## config.mk

```make
export PLATFORM = sky130hd
export DESIGN_NAME = switch_debounce_select
export DESIGN_NICKNAME = d
export VERILOG_FILES = /design/src/rtl/debounce_pkg.sv /design/src/rtl/sync_2ff.sv /design/src/rtl/switch_debounce_select.sv
export SDC_FILE = /design/constraint.sdc
export NUM_CORES = 1
export LEC_CHECK = 0
export CORE_ASPECT_RATIO = 0.75
export CORE_MARGIN = 1
export CORE_UTILIZATION = 50
export CTS_CLUSTER_DIAMETER = 40
export DETAILED_ROUTE_END_ITERATION = 16
export PLACE_DENSITY = 0.71
export SLEW_MARGIN = 5
export SYNTH_ARGS = -nofsm -noshare
export SYNTH_HDL_FRONTEND = slang
export SYNTH_SLANG_ARGS = --single-unit
```

## constraint.sdc

```tcl
create_clock -name CLK -period 2.5 [get_ports CLK]
set_clock_uncertainty 0.1 [all_clocks]
set_input_delay 0.5 -clock CLK [delete_from_list [all_inputs] [get_ports CLK]]
set_output_delay 0.5 -clock CLK [all_outputs]
set_load 0.05 [all_outputs]
```

## src/rtl/debounce_pkg.sv

```systemverilog
// Shared constants and state type for the switch debounce logic.
// Latency: n/a (package only).
// Backpressure: n/a (package only).
package debounce_pkg;

    // 10 ms at 50 MHz for real boards; a short filter keeps simulation fast
    localparam int DEFAULT_STABLE_CYCLES = 500000;
    localparam int SIM_STABLE_CYCLES     = 4;

    // Values for the TOGGLE_MODE parameter
    localparam int MODE_LEVEL  = 0;
    localparam int MODE_TOGGLE = 1;

    // Accepted (debounced) level of the switch
    typedef enum logic {
        STABLE_LO = 1'b0,
        STABLE_HI = 1'b1
    } db_state_t;

endpackage

```

## src/rtl/sync_2ff.sv

```systemverilog
// Two-flop synchronizer bringing one asynchronous level into the CLK domain.
// Latency: 2 clock edges from input sample to synced output.
// Backpressure: none; free-running level path.
module sync_2ff (
    input  logic clk,
    input  logic rst,
    input  logic level,
    output logic synced
);

    logic sync1;

    // First stage may go metastable; only the second stage is used downstream
    always_ff @(posedge clk) begin
        if (rst) begin
            sync1  <= 1'b0;
            synced <= 1'b0;
        end else begin
            sync1  <= level;
            synced <= sync1;
        end
    end

endmodule

```

## src/rtl/switch_debounce_select.sv

```systemverilog
// Debounces a raw switch into a clean mux select plus one-cycle edge pulses.
// Latency: STABLE_CYCLES+1 edges after the input is first sampled.
// Backpressure: none; level output and single-cycle pulses, no handshake.
module switch_debounce_select
    import debounce_pkg::*;
#(
    parameter int STABLE_CYCLES = DEFAULT_STABLE_CYCLES,
    parameter int TOGGLE_MODE   = MODE_LEVEL
) (
    input  logic CLK,
    input  logic RST,
    input  logic SW_IN,
    output logic S,
    output logic RISE,
    output logic FALL
);

    localparam int               CNT_W    = $clog2(STABLE_CYCLES + 1);
    localparam logic [CNT_W-1:0] CNT_LAST = CNT_W'(STABLE_CYCLES - 1);

    logic             sync2;
    db_state_t        db_state;
    logic [CNT_W-1:0] cnt;
    logic             differs;
    logic             accept;

    sync_2ff u_sync (
        .clk    (CLK),
        .rst    (RST),
        .level  (SW_IN),
        .synced (sync2)
    );

    // Accept once the synced input has disagreed for STABLE_CYCLES edges in a row
    assign differs = (db_state_t'(sync2) != db_state);
    assign accept  = differs && (cnt == CNT_LAST);

    // Stability counter, accepted level, edge pulses and select output
    always_ff @(posedge CLK) begin
        if (RST) begin
            db_state <= STABLE_LO;
            cnt      <= '0;
            S        <= 1'b0;
            RISE     <= 1'b0;
            FALL     <= 1'b0;
        end else begin
            RISE <= accept && sync2;
            FALL <= accept && !sync2;

            if (!differs) begin
                // Bounce back to the accepted level throws away progress
                cnt <= '0;
            end else if (accept) begin
                db_state <= db_state_t'(sync2);
                cnt      <= '0;
                if (TOGGLE_MODE == MODE_TOGGLE) begin
                    // Press-to-toggle: only accepted presses flip the select
                    if (sync2) begin
                        S <= ~S;
                    end
                end else begin
                    S <= sync2;
                end
            end else begin
                cnt <= cnt + 1'b1;
            end
        end
    end

endmodule

```

After elaboration in Yosys (flattened, before gate mapping)
Index checks and enable logic that the tools add are counted.

Equality and inequality tests: 2. Reductions and logical operators: 6. Add/sub/neg operators: 1. Bitwise operators: 1.

Operators with widths (number): adder 19 x 1 -> 19 bit (second input constant) (1); equality test 19 bit (second input constant) (1); logical AND 1 bit (3); OR reduction 3 bit (1); AND reduction 2 bit (1); zero test 1 bit (1); inequality test 1 bit (1); inverter 1 bit (1).

Output and inout port bits: 3. Logic and storage cells: 16. Input port bits: 3. Register bits: 24.

Logic depth before layout (Yosys ltp)
Gate-level depths: netlist (run 1).

Depth after elaboration: 3. Depth in mapped cells: 6. Gate-level depth less buffers: 5.

Cells and area by module
A second synthesis (run 1) with hierarchy kept.

Cell total of the unflattened synthesis: 118. Area, all modules: 1061.0 um2.

Modules (own cells, without submodules): switch_debounce_select (cells an instance 114, seq. area each 440.4 um2, instances 1, area each 1008.5 um2); sync_2ff (cells an instance 4, seq. area each 40.0 um2, instances 1, area each 52.6 um2).

Worst setup path before layout (run 1)
Ideal clock, no wire load.

Path type: reg2reg. Start: register cnt[0]. End: register cnt[10]. Setup slack: 440 ps. Data required time: 2272 ps. Stages on the path, launching flop included: 7. Library setup time: 128 ps. Arrival time: 1832 ps. Buffers on the path: 1. Clock period less this slack: 2060 ps. Path through: dfxtp_1 > ha_1 > and4_1 > nand4_1 > o21ai_1 > clkbuf_1 > nor2_1.

Cells in the longest elaborated chain, start to end: 3. Elaborated cells on any way between the ends: 4. Those cells by class: add/sub: 1; eq/ne: 1; reduce/logical: 2.

RTL lines: start, declared (RTL line switch_debounce_select.sv:23) `logic [CNT_W-1:0] cnt;`; start signal, assigned (RTL line switch_debounce_select.sv:65) `cnt <= cnt + 1'b1;`; branches (longest 3 deep; another with adder 19 x 1 -> 19 bit).

Several ways; the timed one is not identified. A chain may end at the register's enable or synchronous reset.

Worst setup path after layout (run 1)
Start: register cnt[7]. End: register cnt[17].

The elaborated chain is that of the path after synthesis.

==> results of run 1 <==
[synthesized netlist by cell type (3+ instances only)]
cell type  instances
a21oi_1            6
nand4_1            5
nand3_1            5
xnor2_1            8
nand2_1            8
nor3_1             3
xor2_1             5
or3_1              4
nor2_1            18
o21ai_0            4
dfxtp_1           24
inv_1              3
[registers in the layout, indices dropped and copies added (netlist names)]
| signal | cells |
|---|---|
| FALL | 1 |
| db_state | 1 |
| u_sync.synced | 1 |
| cnt | 19 |
| u_sync.sync1 | 1 |
| RISE | 1 |
[critical path, cell delays in order (launching register included)]
cell and delay (ns):
dfxtp_1 0.47, nand4_2 0.18, or4_1 0.67, or4b_1 0.51, a21oi_1 0.15
[per-stage QoR]
stage	setup WS, ns	instances	area, sq um	hold slack (ns)
floorplan	0.440	114	1010	0.314
finish	0.362	144	1120	0.358
global route	0.297	144	1120	0.379
CTS	0.361	144	1120	0.357
detailed placement	0.435	140	1080	0.327
global placement	0.474	140	1080	0.317
[cell type report]
type | instances | area (sq um) | share of cell area
timing repair buffer | 6 | 57.6 | 0.0515
tap | 22 | 27.5 | 0.0246
clock buffer | 4 | 36.3 | 0.0324
sequential | 24 | 480 | 0.430
multi-input combinational | 85 | 505 | 0.452
inverter | 3 | 11.3 | 0.0101
[worst max-delay path by stage]
stage | cells past startpoint | slack, ns | end | from
2_1_floorplan | 6 | 0.44 | cnt[10] | cnt[0]
3_3_place_gp | 4 | 0.47 | cnt[15] | cnt[7]
3_5_place_dp | 4 | 0.43 | cnt[17] | cnt[7]
4_1_cts | 1 | 0.36 | S | db_state
5_1_grt | 4 | 0.30 | cnt[17] | cnt[7]
6_report | 4 | 0.36 | cnt[17] | cnt[7]
[kinds of logic (layout without fill, tap and decap cells)]
logic type,after synthesis,after routing,share of synthesized area
AND/OR/NAND/NOR,58,58,0.306
buffers and inverters,5,13,0.0199
AO/OA/AOI/OAI,13,13,0.0709
flip-flops,24,24,0.478
adder cells (fa/ha/maj),1,1,0.0124
XOR/XNOR,13,13,0.113
[layer usage]
layer	up-vias	global-route usage
met5	-	0
met2	27	0.269
li1	415	-
met1	359	0.286
met3	2	0.0778
met4	0	0.0789
[where the power goes]
part / total (W) / leakage [nW] / switching (W) / internal [W]
registers: 0.000386 / 0.194 / 0.00000125 / 0.000384
logic: 0.00000968 / 0.114 / 0.00000471 / 0.00000497
clock network: 0.000205 / 0.0210 / 0.000116 / 0.0000891
==> flow_metrics.env, run 1 <==
export IMPL_outcome="finished, final reports clean"
export IMPL_cts_max_level=1
export IMPL_setup_violations=0
export IMPL_num_fill_cells=163
export IMPL_reg2reg_depth=4
export IMPL_rows=13
export IMPL_synth_top_area_frac=0.478
export IMPL_met2WireLength_um=739
export IMPL_avgRoutedWirePerCell_um=12.9
export IMPL_port_buffer_count=5
export IMPL_cap_violations=0
export IMPL_slew_headroom=0.670
export IMPL_ys_seq_elements=24
export IMPL_hold_viol_final=0
export IMPL_dieArea_sq_um=2200
export IMPL_grt_pass1_vias=618
export IMPL_overflow=0
export IMPL_cts_sinks=24
export IMPL_avgSynthCellArea_sq_um=8.82
export IMPL_regToRegEndpoint="cnt[17]"
export IMPL_cts_tree="built"
export IMPL_core_area_sq_um=1810
export IMPL_synth_largest_area_cell="dfxtp_1"
export IMPL_drcViolationCount=0
export IMPL_endpoint_kind="flip-flop"
export IMPL_min_from="u_sync.sync1"
export IMPL_p_per_area_nw_per_um2=537
export IMPL_grt_max_degree=20
export IMPL_netlist_instances=114
export IMPL_clk_pin_slew_worst_paths_ns=0.13
export IMPL_first_pass_iters=4
export IMPL_critPathArrivalTime_ns=2.30
export IMPL_cts_resized=0
export IMPL_synth_edf_count=0
export IMPL_gp_congestion=0.835
export IMPL_r2r_start="cnt[7]"
export IMPL_netlist_top_cells_area="dfxtp_1, xnor2_1, nor2_1"
export IMPL_place_hpwl_mm=1.32
export IMPL_cts_path_max_buffers=2
export IMPL_async_flop_share=0
export IMPL_grt_pass1_wl_mm=2.93
export IMPL_fmax_mhz=468
export IMPL_drt_initial_drc_count=38
export IMPL_crit_required_ns=2.66
export IMPL_die_w_um=53.8
export IMPL_drt_total_wl_mm=1.86
export IMPL_fin_util=0.620
export IMPL_crit_type="flip-flop to flip-flop"
export IMPL_setup_tns_ns=0
export IMPL_wl_met1_um=953
export IMPL_routed_top_layer="met4"
export IMPL_yosysSeqAreaShare=0.478
export IMPL_start_util=0.557
export IMPL_vias=803
export IMPL_start_kind="flip-flop"
export IMPL_worstMarginPinSlew_ns=0.494
export IMPL_vdd_drop_max_mv=0.351
export IMPL_area_delta_synth_final_pct=11.2
export IMPL_num_io_pins=6
export IMPL_antenna_found_initial=0
export IMPL_fin_nets=127
export IMPL_holdPathStages=1
export IMPL_track_usage=0.202
export IMPL_vias_per_cell=5.58
export IMPL_hold_end="u_sync.synced"
export IMPL_finalCritPeriodShare=0.855
export IMPL_p_leak_nw=0.329
export IMPL_power_w=0.000600
export IMPL_root_buffer="clkbuf_4"
export IMPL_clk_latency_ns=0.32
export IMPL_min_period_ns=2.14
export IMPL_die_h_um=40.8
export IMPL_syn_nets=118
export IMPL_layout_drive_gt1_share=0.0492
export IMPL_synth_cell_types=27
export IMPL_r2r_setup_slack_ns=0.36
export IMPL_synth_flop_cell="dfxtp_1"
export IMPL_rsz0062_at_grt="false"
export IMPL_numCtsBuffers=3
export IMPL_final_common_cell="dfxtp_1"
export IMPL_final_cell_mix="dfxtp_1, nor2_1, xnor2_1, nand2_1, a21oi_1"
export IMPL_dr_wl_met3_um=149
export IMPL_hold_class="flip-flop to flip-flop"
export IMPL_cts_hold_buf=0
export IMPL_critPathMaxFanout=8
export IMPL_drv_slew=0
export IMPL_ys_warn_count=0
export IMPL_syn_cell_area_sq_um=1010
export IMPL_post_cts_setup_buffers=0
export IMPL_ant_nets=0
export IMPL_diodes=0
Note: power is estimated with default switching activity, not from simulation.
==> run 2: changes to the inputs <==
--- a/config.mk
+++ b/config.mk
@@ -5,12 +5,14 @@
 export SDC_FILE = /design/constraint.sdc
 export NUM_CORES = 1
 export LEC_CHECK = 0
+export ABC_AREA = 0
 export CORE_ASPECT_RATIO = 0.75
 export CORE_MARGIN = 1
 export CORE_UTILIZATION = 50
 export CTS_CLUSTER_DIAMETER = 40
 export DETAILED_ROUTE_END_ITERATION = 16
 export PLACE_DENSITY = 0.71
+export RECOVER_POWER = 100
 export SLEW_MARGIN = 5
 export SYNTH_ARGS = -nofsm -noshare
 export SYNTH_HDL_FRONTEND = slang
==> run 2 against run 1 <==
Effect of this change:
- via count decreased by 0.62%
- worst hold slack is essentially flat
- setup slack got worse by 0.048 ns
- maximum frequency is 2.2% lower
- die area unchanged
- global-route usage is the same
- core utilization shrank 0.14 points
- critical path type is now flip-flop to primary output
==> flow_metrics.env, run 2 (synthesis results as in run 1) <==
export IMPL_drv_slew=0
export IMPL_crit_type="flip-flop to primary output"
export IMPL_fin_util=0.618
export IMPL_final_cell_mix="dfxtp_1, nor2_1, xnor2_1, nand2_1, a21oi_1"
export IMPL_min_period_ns=2.19
export IMPL_cts_hold_buf=0
export IMPL_drt_total_wl_mm=1.84
export IMPL_min_from="u_sync.sync1"
export IMPL_critPathMaxFanout=3
export IMPL_avgRoutedWirePerCell_um=12.8
export IMPL_path_buf_inv=1
export IMPL_r2r_start="cnt[7]"
export IMPL_regMostFlops="cnt"
export IMPL_setup_violations=0
export IMPL_worstMarginPinSlew_ns=0.501
export IMPL_endpoint_kind="primary output"
export IMPL_hold_viol_final=0
export IMPL_ant_nets=0
export IMPL_die_w_um=53.8
export IMPL_diodes=0
export IMPL_grt_max_degree=20
export IMPL_start_kind="flip-flop"
export IMPL_antenna_found_initial=0
export IMPL_clk_pin_slew_worst_paths_ns=0.13
export IMPL_cts_resized=0
export IMPL_cts_sinks=24
export IMPL_cap_violations=0
export IMPL_rsz0062_at_grt="false"
export IMPL_cts_path_max_buffers=2
export IMPL_vias=798
export IMPL_place_hpwl_mm=1.32
export IMPL_grt_pass1_vias=618
export IMPL_cp_cell_sequence="dlygate4sd3_1"
export IMPL_layout_drive_gt1_share=0.0492
export IMPL_rows=13
export IMPL_cts_tree="built"
export IMPL_p_leak_nw=0.340
export IMPL_post_cts_setup_buffers=0
export IMPL_die_h_um=40.8
export IMPL_num_io_pins=6
export IMPL_largest_reg_flops=19
export IMPL_slowest_stage="dlygate4sd3_1"
export IMPL_numCtsBuffers=3
export IMPL_port_buffer_count=5
export IMPL_dieArea_sq_um=2200
export IMPL_vias_per_cell=5.54
export IMPL_final_common_cell="dfxtp_1"
export IMPL_cpPeakStageDelay_ns=0.89
export IMPL_p_per_area_nw_per_um2=537
export IMPL_hold_class="flip-flop to flip-flop"
export IMPL_crit_required_ns=1.90
export IMPL_drt_initial_drc_count=38
export IMPL_root_buffer="clkbuf_4"
export IMPL_outcome="finished, final reports clean"
export IMPL_overflow=0
export IMPL_area_delta_synth_final_pct=10.9
export IMPL_cts_max_level=1
export IMPL_core_area_sq_um=1810
export IMPL_setup_tns_ns=0
export IMPL_slew_headroom=0.665
export IMPL_fmax_mhz=457
export IMPL_grt_pass1_wl_mm=2.93
export IMPL_finalCritPeriodShare=0.874
export IMPL_clk_latency_ns=0.32
export IMPL_track_usage=0.202
export IMPL_start_util=0.557
export IMPL_gp_congestion=0.835
export IMPL_cp_startpoint="db_state"
export IMPL_fin_nets=127
export IMPL_num_fill_cells=163
export IMPL_crit_family="buffers and inverters"
export IMPL_critPathArrivalTime_ns=1.59
export IMPL_drcViolationCount=0
export IMPL_first_pass_iters=4
export IMPL_vdd_drop_max_mv=0.345
[run 2: final timing paths]
| kind | to | slack, ns | cells after the start |
|---|---|---|---|
| min reg2reg | u_sync.synced | 0.36 | 1 |
| max | S | 0.31 | 1 |
| max reg2reg | cnt[17] | 0.36 | 4 |
| min | u_sync.synced | 0.36 | 1 |
[run 2: stage by stage]
stage / power [W] / hold WS [ns] / worst slack, ns / cell area (sq um) / std cells
detailed placement: 0.000404 / 0.327 / 0.435 / 1080 / 140
finish: 0.000600 / 0.358 / 0.314 / 1120 / 144
CTS: 0.000607 / 0.357 / 0.361 / 1120 / 144
global placement: 0.000404 / 0.317 / 0.474 / 1080 / 140
floorplan: 0.000398 / 0.314 / 0.440 / 1010 / 114
global route: 0.000620 / 0.379 / 0.220 / 1120 / 144
[run 2: power by group]
part	internal [W]	total [W]	switching, W
Clock	0.0000891	0.000205	0.000116
Combinational	0.00000436	0.00000908	0.00000472
Sequential	0.000384	0.000386	0.00000122
Total	0.000478	0.000600	0.000122
[run 2: metal layers]
layer,share of wire,vias to the layer above,global-route usage
li1,-,415,-
met1,0.52,358,0.286
met2,0.40,23,0.269
met3,0.071,2,0.0778
met4,0.0071,0,0.0789
met5,0,-,0
[run 2: area by class of cell]
cell class                      instances  area (sq um)  area share
Sequential cell                        24           480       0.430
Tap cell                               22          27.5      0.0247
Inverter                                3          11.3      0.0101
Timing Repair Buffer                    6          55.1      0.0493
Clock buffer                            4          36.3      0.0325
Multi-Input combinational cell         85           505       0.453
